$ cat src/rtl/ts_pkt_arbiter.sv
// ts_pkt_arbiter: packet-granular round-robin merge of two TS byte sources into one TS FIFO write port.
// Latency: 1 cycle from input handshake to out_wrreq/out_data; one arbitration bubble per packet.
// Backpressure: out_almost_full only blocks new grants; a packet in flight always completes.
//
// Ports:
//   clk, reset          clock, synchronous active-high reset
//   en[1:0]             per-source enable, looked at only while arbitrating (IDLE)
//   inN_data/valid/sop  source N byte stream; inN_ready is high when the byte is taken this cycle
//   out_data/out_wrreq  registered TS FIFO write port
//   out_almost_full     TS FIFO almost full (threshold leaves at least PKT_LEN bytes free)
//   gnt, busy           current/last granted source, high while a packet is being forwarded
//   pkt_cnt0/1          forwarded packets per source (wrapping)
//   sync_err, short_err bad sync bytes drained / packets cut short by an early sop (saturating)
module ts_pkt_arbiter #(
  parameter int         PKT_LEN   = 188,
  parameter logic [7:0] SYNC_BYTE = 8'h47
) (
  input  logic        clk,
  input  logic        reset,
  input  logic [1:0]  en,
  input  logic [7:0]  in0_data,
  input  logic        in0_valid,
  input  logic        in0_sop,
  output logic        in0_ready,
  input  logic [7:0]  in1_data,
  input  logic        in1_valid,
  input  logic        in1_sop,
  output logic        in1_ready,
  output logic [7:0]  out_data,
  output logic        out_wrreq,
  input  logic        out_almost_full,
  output logic        gnt,
  output logic        busy,
  output logic [15:0] pkt_cnt0,
  output logic [15:0] pkt_cnt1,
  output logic [7:0]  sync_err,
  output logic [7:0]  short_err
);

  localparam int            CW       = $clog2(PKT_LEN);
  localparam logic [CW-1:0] CNT_LAST = CW'(PKT_LEN - 1);

  localparam logic [0:0] ST_IDLE = 1'b0;
  localparam logic [0:0] ST_XFER = 1'b1;

  logic [0:0]    state;
  logic [CW-1:0] cnt;
  logic          last;

  logic       idle;
  logic       good0, good1;
  logic       req0, req1;
  logic       drain0, drain1;
  logic       sop_g, valid_g;
  logic [7:0] data_g;
  logic       early_sop;
  logic       xfer_hs;
  logic       abort_pkt;
  logic [1:0] bad_cnt;
  logic [8:0] sync_sum;
  logic       grant;
  logic       gnt_next;

  assign idle = (state == ST_IDLE);

  // A sop carrying the right sync byte is a packet request; anything else
  // presented while idle is misaligned and gets drained.
  assign good0  = in0_sop & (in0_data == SYNC_BYTE);
  assign good1  = in1_sop & (in1_data == SYNC_BYTE);
  assign req0   = en[0] & in0_valid & good0;
  assign req1   = en[1] & in1_valid & good1;
  assign drain0 = en[0] & in0_valid & ~good0;
  assign drain1 = en[1] & in1_valid & ~good1;

  assign sop_g   = gnt ? in1_sop   : in0_sop;
  assign valid_g = gnt ? in1_valid : in0_valid;
  assign data_g  = gnt ? in1_data  : in0_data;

  // A sop after the first byte means the current packet was short: leave the
  // sop unconsumed so it is re-arbitrated from IDLE.
  assign early_sop = sop_g & (cnt != '0);
  assign xfer_hs   = ~idle & valid_g & ~early_sop;
  assign abort_pkt = ~idle & valid_g & early_sop;

  assign in0_ready = idle ? drain0 : (~gnt & ~early_sop);
  assign in1_ready = idle ? drain1 : ( gnt & ~early_sop);

  // Both sources may drain a bad sop in the same cycle.
  assign bad_cnt  = {1'b0, idle & drain0 & in0_sop} + {1'b0, idle & drain1 & in1_sop};
  assign sync_sum = {1'b0, sync_err} + {7'd0, bad_cnt};

  assign grant    = idle & (req0 | req1) & ~out_almost_full;
  assign gnt_next = (req0 & req1) ? ~last : req1;

  assign busy = (state == ST_XFER);

  always_ff @(posedge clk) begin
    if (reset) begin
      state     <= ST_IDLE;
      cnt       <= '0;
      last      <= 1'b1;
      gnt       <= 1'b0;
      out_data  <= 8'd0;
      out_wrreq <= 1'b0;
      pkt_cnt0  <= 16'd0;
      pkt_cnt1  <= 16'd0;
      sync_err  <= 8'd0;
      short_err <= 8'd0;
    end else begin
      out_wrreq <= xfer_hs;
      if (xfer_hs) begin
        out_data <= data_g;
      end

      sync_err <= sync_sum[8] ? 8'hFF : sync_sum[7:0];

      case (state)
        ST_IDLE: begin
          if (grant) begin
            gnt   <= gnt_next;
            cnt   <= '0;
            state <= ST_XFER;
          end
        end
        ST_XFER: begin
          if (abort_pkt) begin
            if (short_err != 8'hFF) begin
              short_err <= short_err + 8'd1;
            end
            cnt   <= '0;
            state <= ST_IDLE;
          end else if (xfer_hs) begin
            if (cnt == CNT_LAST) begin
              if (gnt) begin
                pkt_cnt1 <= pkt_cnt1 + 16'd1;
              end else begin
                pkt_cnt0 <= pkt_cnt0 + 16'd1;
              end
              last  <= gnt;
              cnt   <= '0;
              state <= ST_IDLE;
            end else begin
              cnt <= cnt + 1'b1;
            end
          end
        end
        default: begin
          state <= ST_IDLE;
        end
      endcase
    end
  end

endmodule

$ cat config.mk
export PLATFORM = sky130hd
export DESIGN_NAME = ts_pkt_arbiter
export DESIGN_NICKNAME = d
export VERILOG_FILES = /design/src/rtl/ts_pkt_arbiter.sv
export SDC_FILE = /design/constraint.sdc
export NUM_CORES = 1
export LEC_CHECK = 0
export ABC_CLOCK_PERIOD_IN_PS = 8100
export CORE_MARGIN = 5
export CORE_UTILIZATION = 35
export DETAILED_ROUTE_END_ITERATION = 8
export SLEW_MARGIN = 20
export SYNTH_ARGS = -nofsm -noshare
export SYNTH_HDL_FRONTEND = slang
export SYNTH_SLANG_ARGS = --single-unit
export TNS_END_PERCENT = 50
$ cat constraint.sdc
create_clock -name clk -period 8.1 [get_ports clk]
set_input_delay 1.62 -clock clk [delete_from_list [all_inputs] [get_ports clk]]
set_output_delay 1.62 -clock clk [all_outputs]
set_load 0.1 [all_outputs]
# ---- Word-level counts from Yosys, hierarchy flattened
# Index checks and enable logic that the tools add are counted.
dict set report op_classes {
  div_mod_pow 0
  eq_ne 6
  reduce_logical 7
  n_mux 17
  add_sub_neg 6
  bitwise_logic 30
  shift 0
  n_mul 0
  magnitude_cmp 0
}
# cell count
set op_table {}
lappend op_table {{$mux W8} 6}
lappend op_table {{$add A16 B1 Y16 const B} 2}
lappend op_table {{$and A1 B1 Y1} 21}
lappend op_table {{$add A8 B1 Y8 const B} 2}
lappend op_table {{$eq A8 B7 Y1 const B} 2}
lappend op_table {{$pmux W8 S2} 1}
lappend op_table {{$reduce_and A5 Y1} 2}
lappend op_table {{$add A8 B2 Y9} 1}
lappend op_table {{$mux W1} 9}
lappend op_table {{$eq A8 B8 Y1 const B} 1}
lappend op_table {{$ne A8 B8 Y1 const B} 1}
lappend op_table {{$not A1 Y1} 8}
lappend op_table {{$reduce_bool A8 Y1} 1}
lappend op_table {{$reduce_and A2 Y1} 2}
lappend op_table {{$reduce_and A4 Y1} 1}
lappend op_table {{$ne A3 B1 Y1 const B} 1}
lappend op_table {{$reduce_and A3 Y1} 1}
lappend op_table {{$add A1 B1 Y2} 1}
lappend op_table {{$ne A2 B1 Y1 const B} 1}
lappend op_table {{$pmux W1 S2} 1}
lappend op_table {{$or A1 B1 Y1} 1}
dict set report word_totals {
  output_inout_bits 61
  romBits 0
  memories 0
  mem_bits_rw 0
  regBits 68
  latchBits 0
  inputBits 25
}

# ---- Depth between registers and ports, before layout
dict set report depth {
  depth_word 9
  depth_mapped 10
  depth_no_buf 10
}

# ---- Worst setup path before layout
# OpenSTA, ideal clock, no wires.
dict set report synth_path {
  path_type {input to output}
  startpoint {input port in1_sop}
  endpoint {output port in0_ready}
  path_buffers 2
  arrival_ns 4.561
  required_ns 6.480
  slack_ns 1.919
  path_stages 5
  path_cell_list {mux2i_2 > a22oi_1 > clkbuf_1 > clkbuf_1 > o21ai_0}
}
dict set report synth_between {
  elab_chain_cells 5
}
# item line
set synth_lines {}
lappend synth_lines {{start, declared} 27} ;# input logic in1_sop,
lappend synth_lines {{$mux W1} 75} ;# assign sop_g = gnt ? in1_sop : in0_sop;
lappend synth_lines {{$and A1 B1 Y1} 81} ;# assign early_sop = sop_g & (cnt != '0);
lappend synth_lines {{$not A1 Y1} 85} ;# assign in0_ready = idle ? drain0 : (~gnt & ~early_sop);
lappend synth_lines {{$and A1 B1 Y1} 85}
lappend synth_lines {{$mux W1} 85}
lappend synth_lines {{end, declared} 24} ;# output logic in0_ready,
# Every way passes these cells.

# ---- Worst setup path after layout
dict set report layout_path {
  startpoint {input port in1_data[3]}
  endpoint {output port in1_ready}
}
dict set report layout_between {
  elab_chain_cells 5
}
# item line
set layout_lines {}
lappend layout_lines {{start, declared} 25} ;# input logic [7:0] in1_data,
lappend layout_lines {{$eq A8 B7 Y1} 69} ;# assign good1 = in1_sop & (in1_data == SYNC_BYTE);
lappend layout_lines {{$and A1 B1 Y1} 69}
lappend layout_lines {{$not A1 Y1} 73} ;# assign drain1 = en[1] & in1_valid & ~good1;
lappend layout_lines {{$and A1 B1 Y1} 73}
lappend layout_lines {{$mux W1} 86} ;# assign in1_ready = idle ? drain1 : ( gnt & ~early_sop);
lappend layout_lines {{end, declared} 28} ;# output logic in1_ready,
# Every way passes these cells.

==> impl_metrics.tcl <==
set metrics [dict create \
    outcome "completed" \
    drc 0 \
    nets 509 \
    cts.repair.resized 0 \
    hold_ws_ns 0.482 \
    fillCellCount 958 \
    cts_tree "yes" \
    antenna_found_initial 0 \
    hp-start "last" \
    cp.arrival_ns 4.19 \
    detail_route.wl_per_cell_um 14.1 \
    p_comb_share_pct 6.7 \
    synth_async_sr_flop_share_pct 0 \
    die_h_um 108 \
    synth-edff-count 0 \
    drt_pass1_iterations 4 \
    p_seq_share_pct 51.1 \
    ys.flop_type "dfxtp_1" \
    dp_hpwl_um 6280 \
    overflow 0 \
    end_kind "output port" \
    initial_core_util_pct 35.4 \
    die_area_um2 11800 \
    grt_max_degree 68 \
    drt_wl_total_um 8670 \
    rows 36 \
    synth_top_cell_by_area "dfxtp_1" \
    core-area_um2 9590 \
    syn_inst 397 \
    min_period_ns 5.81 \
    start_kind "input port" \
    rr_worst_depth 6 \
    p_sw_w 0.000150 \
    r2r_end "pkt_cnt1[11]" \
    insertion_delay_ns 0.34 \
    setup_viol 0 \
    holdPathEnd "last" \
    swShare_pct 22.8 \
    clock_sinks 68 \
    ctsHtreeMaxLevel 3 \
    track_usage_pct 15.3 \
    post_cts_buffers 0 \
    fin_crit_sh_pct 71.7 \
    drv_cap 0 \
    avgSynthCellArea_um2 8.55 \
    synth_warnings 0 \
    tns_ns 0 \
    fmax_mhz 172 \
    rsz0062_at_grt "no" \
    critical_path_class "input port to output port" \
    hold_path_depth 1 \
    root_buffer "clkbuf_8" \
    gp_congestion 0.864 \
    slew_violations 0 \
    pin_count 86 \
    n_antenna_cell 0 \
    grt_pass1_wl_um 14500 \
    ir_drop_v 0.0000904 \
    grt_pass1_vias 3037 \
    drt_iter0_markers 192 \
    ys_seq_elements 68 \
    viasPerCell 5.11 \
    numCtsBuffers 9 \
    path_max_fanout 3 \
    synth-seq-area-share_pct 40.1 \
    yosys-top-cells-area "dfxtp_1, xnor2_1, nor2_1, a21oi_1, mux2i_1" \
    syn-num-nets 428 \
    worstPathRequired_ns 6.48 \
    fin_area_um2 4530 \
    synth_cell_type_count 57 \
    reg2reg_slack_ns 5.05 \
    cellPowerDensity_nw_per_um2 145 \
    p_int_w 0.000508 \
    drive_gt1_share_pct 7.28 \
    synth_top_area_share_pct 40.1 \
    max_slew_margin_pct 31.8 \
    p_leak_nw 1.43 \
    vias 3140 \
    finalHoldViolCount 0 \
    die_w_um 108 \
    syn_area_um2 3390 \
    area_delta_synth_final_pct 33.5 \
    cts_hold_buffers 0 \
    pwr-share-clk_pct 42.2 \
    detail-route-antenna-nets 0 \
    worstMarginPinSlew_ns 1.02 \
    clock_skew_ns 0.00903 \
    place_area_um2 4330 \
    clockBufferDepth 2 \
    port_buffers 85 \
    clk_pin_slew_ns 0.07 \
    hold_class "flop to flop" \
    reg2reg_from "gnt" \
]
[stage by stage]
step	instances	util, %	power (W)	setup slack (ns)
after floorplan	397	-	0.000367	1.92
final	614	47.2	0.000658	2.29
after detailed placement	600	45.2	0.000388	2.29
after global routing	614	47.2	0.000685	2.20
after CTS	614	47.2	0.000668	2.28
after global placement	600	45.2	0.000387	2.35
[cells by family (layout without fill, tap and decap cells)]
| logic type | count (synthesis) | after routing | synth area share, % |
|---|---|---|---|
| AO/OA/AOI/OAI | 78 | 78 | 14.5 |
| XOR/XNOR | 24 | 24 | 6.19 |
| adder cells (fa/ha/maj) | 6 | 6 | 2.43 |
| buffers and inverters | 29 | 113 | 3.87 |
| flip-flops | 68 | 68 | 40.1 |
| multiplexers | 17 | 17 | 5.24 |
| AND/OR/NAND/NOR | 175 | 175 | 27.6 |
[synthesized netlist by cell type (all sizes together), types with 3 or more instances]
master and number:
dfxtp 68, nor2 42, a21oi 30, nand2 30, xnor2 22, nor3 21, nand3 20, o21ai 16
mux2i 14, inv 12, nand4 11, clkbuf 10, or3 10, a211oi 9, nor4 8, and3 7
buf 7, ha 5, a21o 4, and4 4, and2 3, mux2 3, or2 3, or4 3
[cell type report]
class / count / area, um2 / share of cell area, %
Multi-Input combinational cell: 300 / 1910 / 42.1
Sequential cell: 68 / 1360 / 30.0
Timing Repair Buffer: 87 / 861 / 19.0
Tap cell: 133 / 166 / 3.67
Clock buffer: 12 / 155 / 3.42
Inverter: 12 / 45.0 / 0.994
Clock inverter: 2 / 35.0 / 0.773
[power groups by stage]
stage	logic, W	registers [W]	clock network, W
4_1_cts	0.0000443	0.000336	0.000288
3_5_place_dp	0.0000442	0.000344	0
5_1_grt	0.0000475	0.000336	0.000301
6_report	0.0000441	0.000336	0.000278
2_1_floorplan	0.0000176	0.000350	0
3_3_place_gp	0.0000435	0.000344	0
[worst max-delay path by stage]
stage / from / to / depth (start not counted)
4_1_cts: in1_data[3] / in1_ready / 6
3_5_place_dp: in1_data[3] / in1_ready / 6
2_1_floorplan: in1_sop / in0_ready / 5
5_1_grt: in1_data[3] / in1_ready / 6
6_report: in1_data[3] / in1_ready / 6
3_3_place_gp: in1_data[3] / in1_ready / 6
[state kept, by name, indices dropped and copies added (netlist names)]
signal,count
pkt_cnt0,16
busy,1
out_data,8
short_err,8
sync_err,8
pkt_cnt1,16
cnt,8
out_wrreq,1
gnt,1
last,1
[critical path: stages]
cell	delay [ns]
clkdlybuf4s50_1	0.42
or4b_2	0.72
nor2_1	0.15
a311oi_1	0.13
a21o_1	0.18
clkdlybuf4s50_1	0.97
[metal layers]
layer	vias to the layer above	track usage [%]	share of wire, %
li1	1594	-	-
met2	93	25.0	46
met1	1448	18.9	45
met5	-	0	0
met4	0	3.79	0.54
met3	5	5.97	8.2
[layout by cell type (no fill, tap or decap), types with 3 or more instances in the layout]
cell / instances
ha_1: 5
inv_1: 12
nor4_1: 7
or3_1: 10
nor2_1: 42
a21o_1: 4
nor3_1: 20
clkdlybuf4s50_1: 84
and2_1: 3
a211oi_1: 9
a21oi_1: 29
xnor2_1: 22
dfxtp_1: 68
mux2_2: 3
clkbuf_8: 11
o21ai_0: 16
nand3_1: 20
or2_2: 3
mux2i_1: 13
and3_1: 7
nand4_1: 11
nand2_1: 30
and4_1: 4
(Power assumes the default switching activity.)
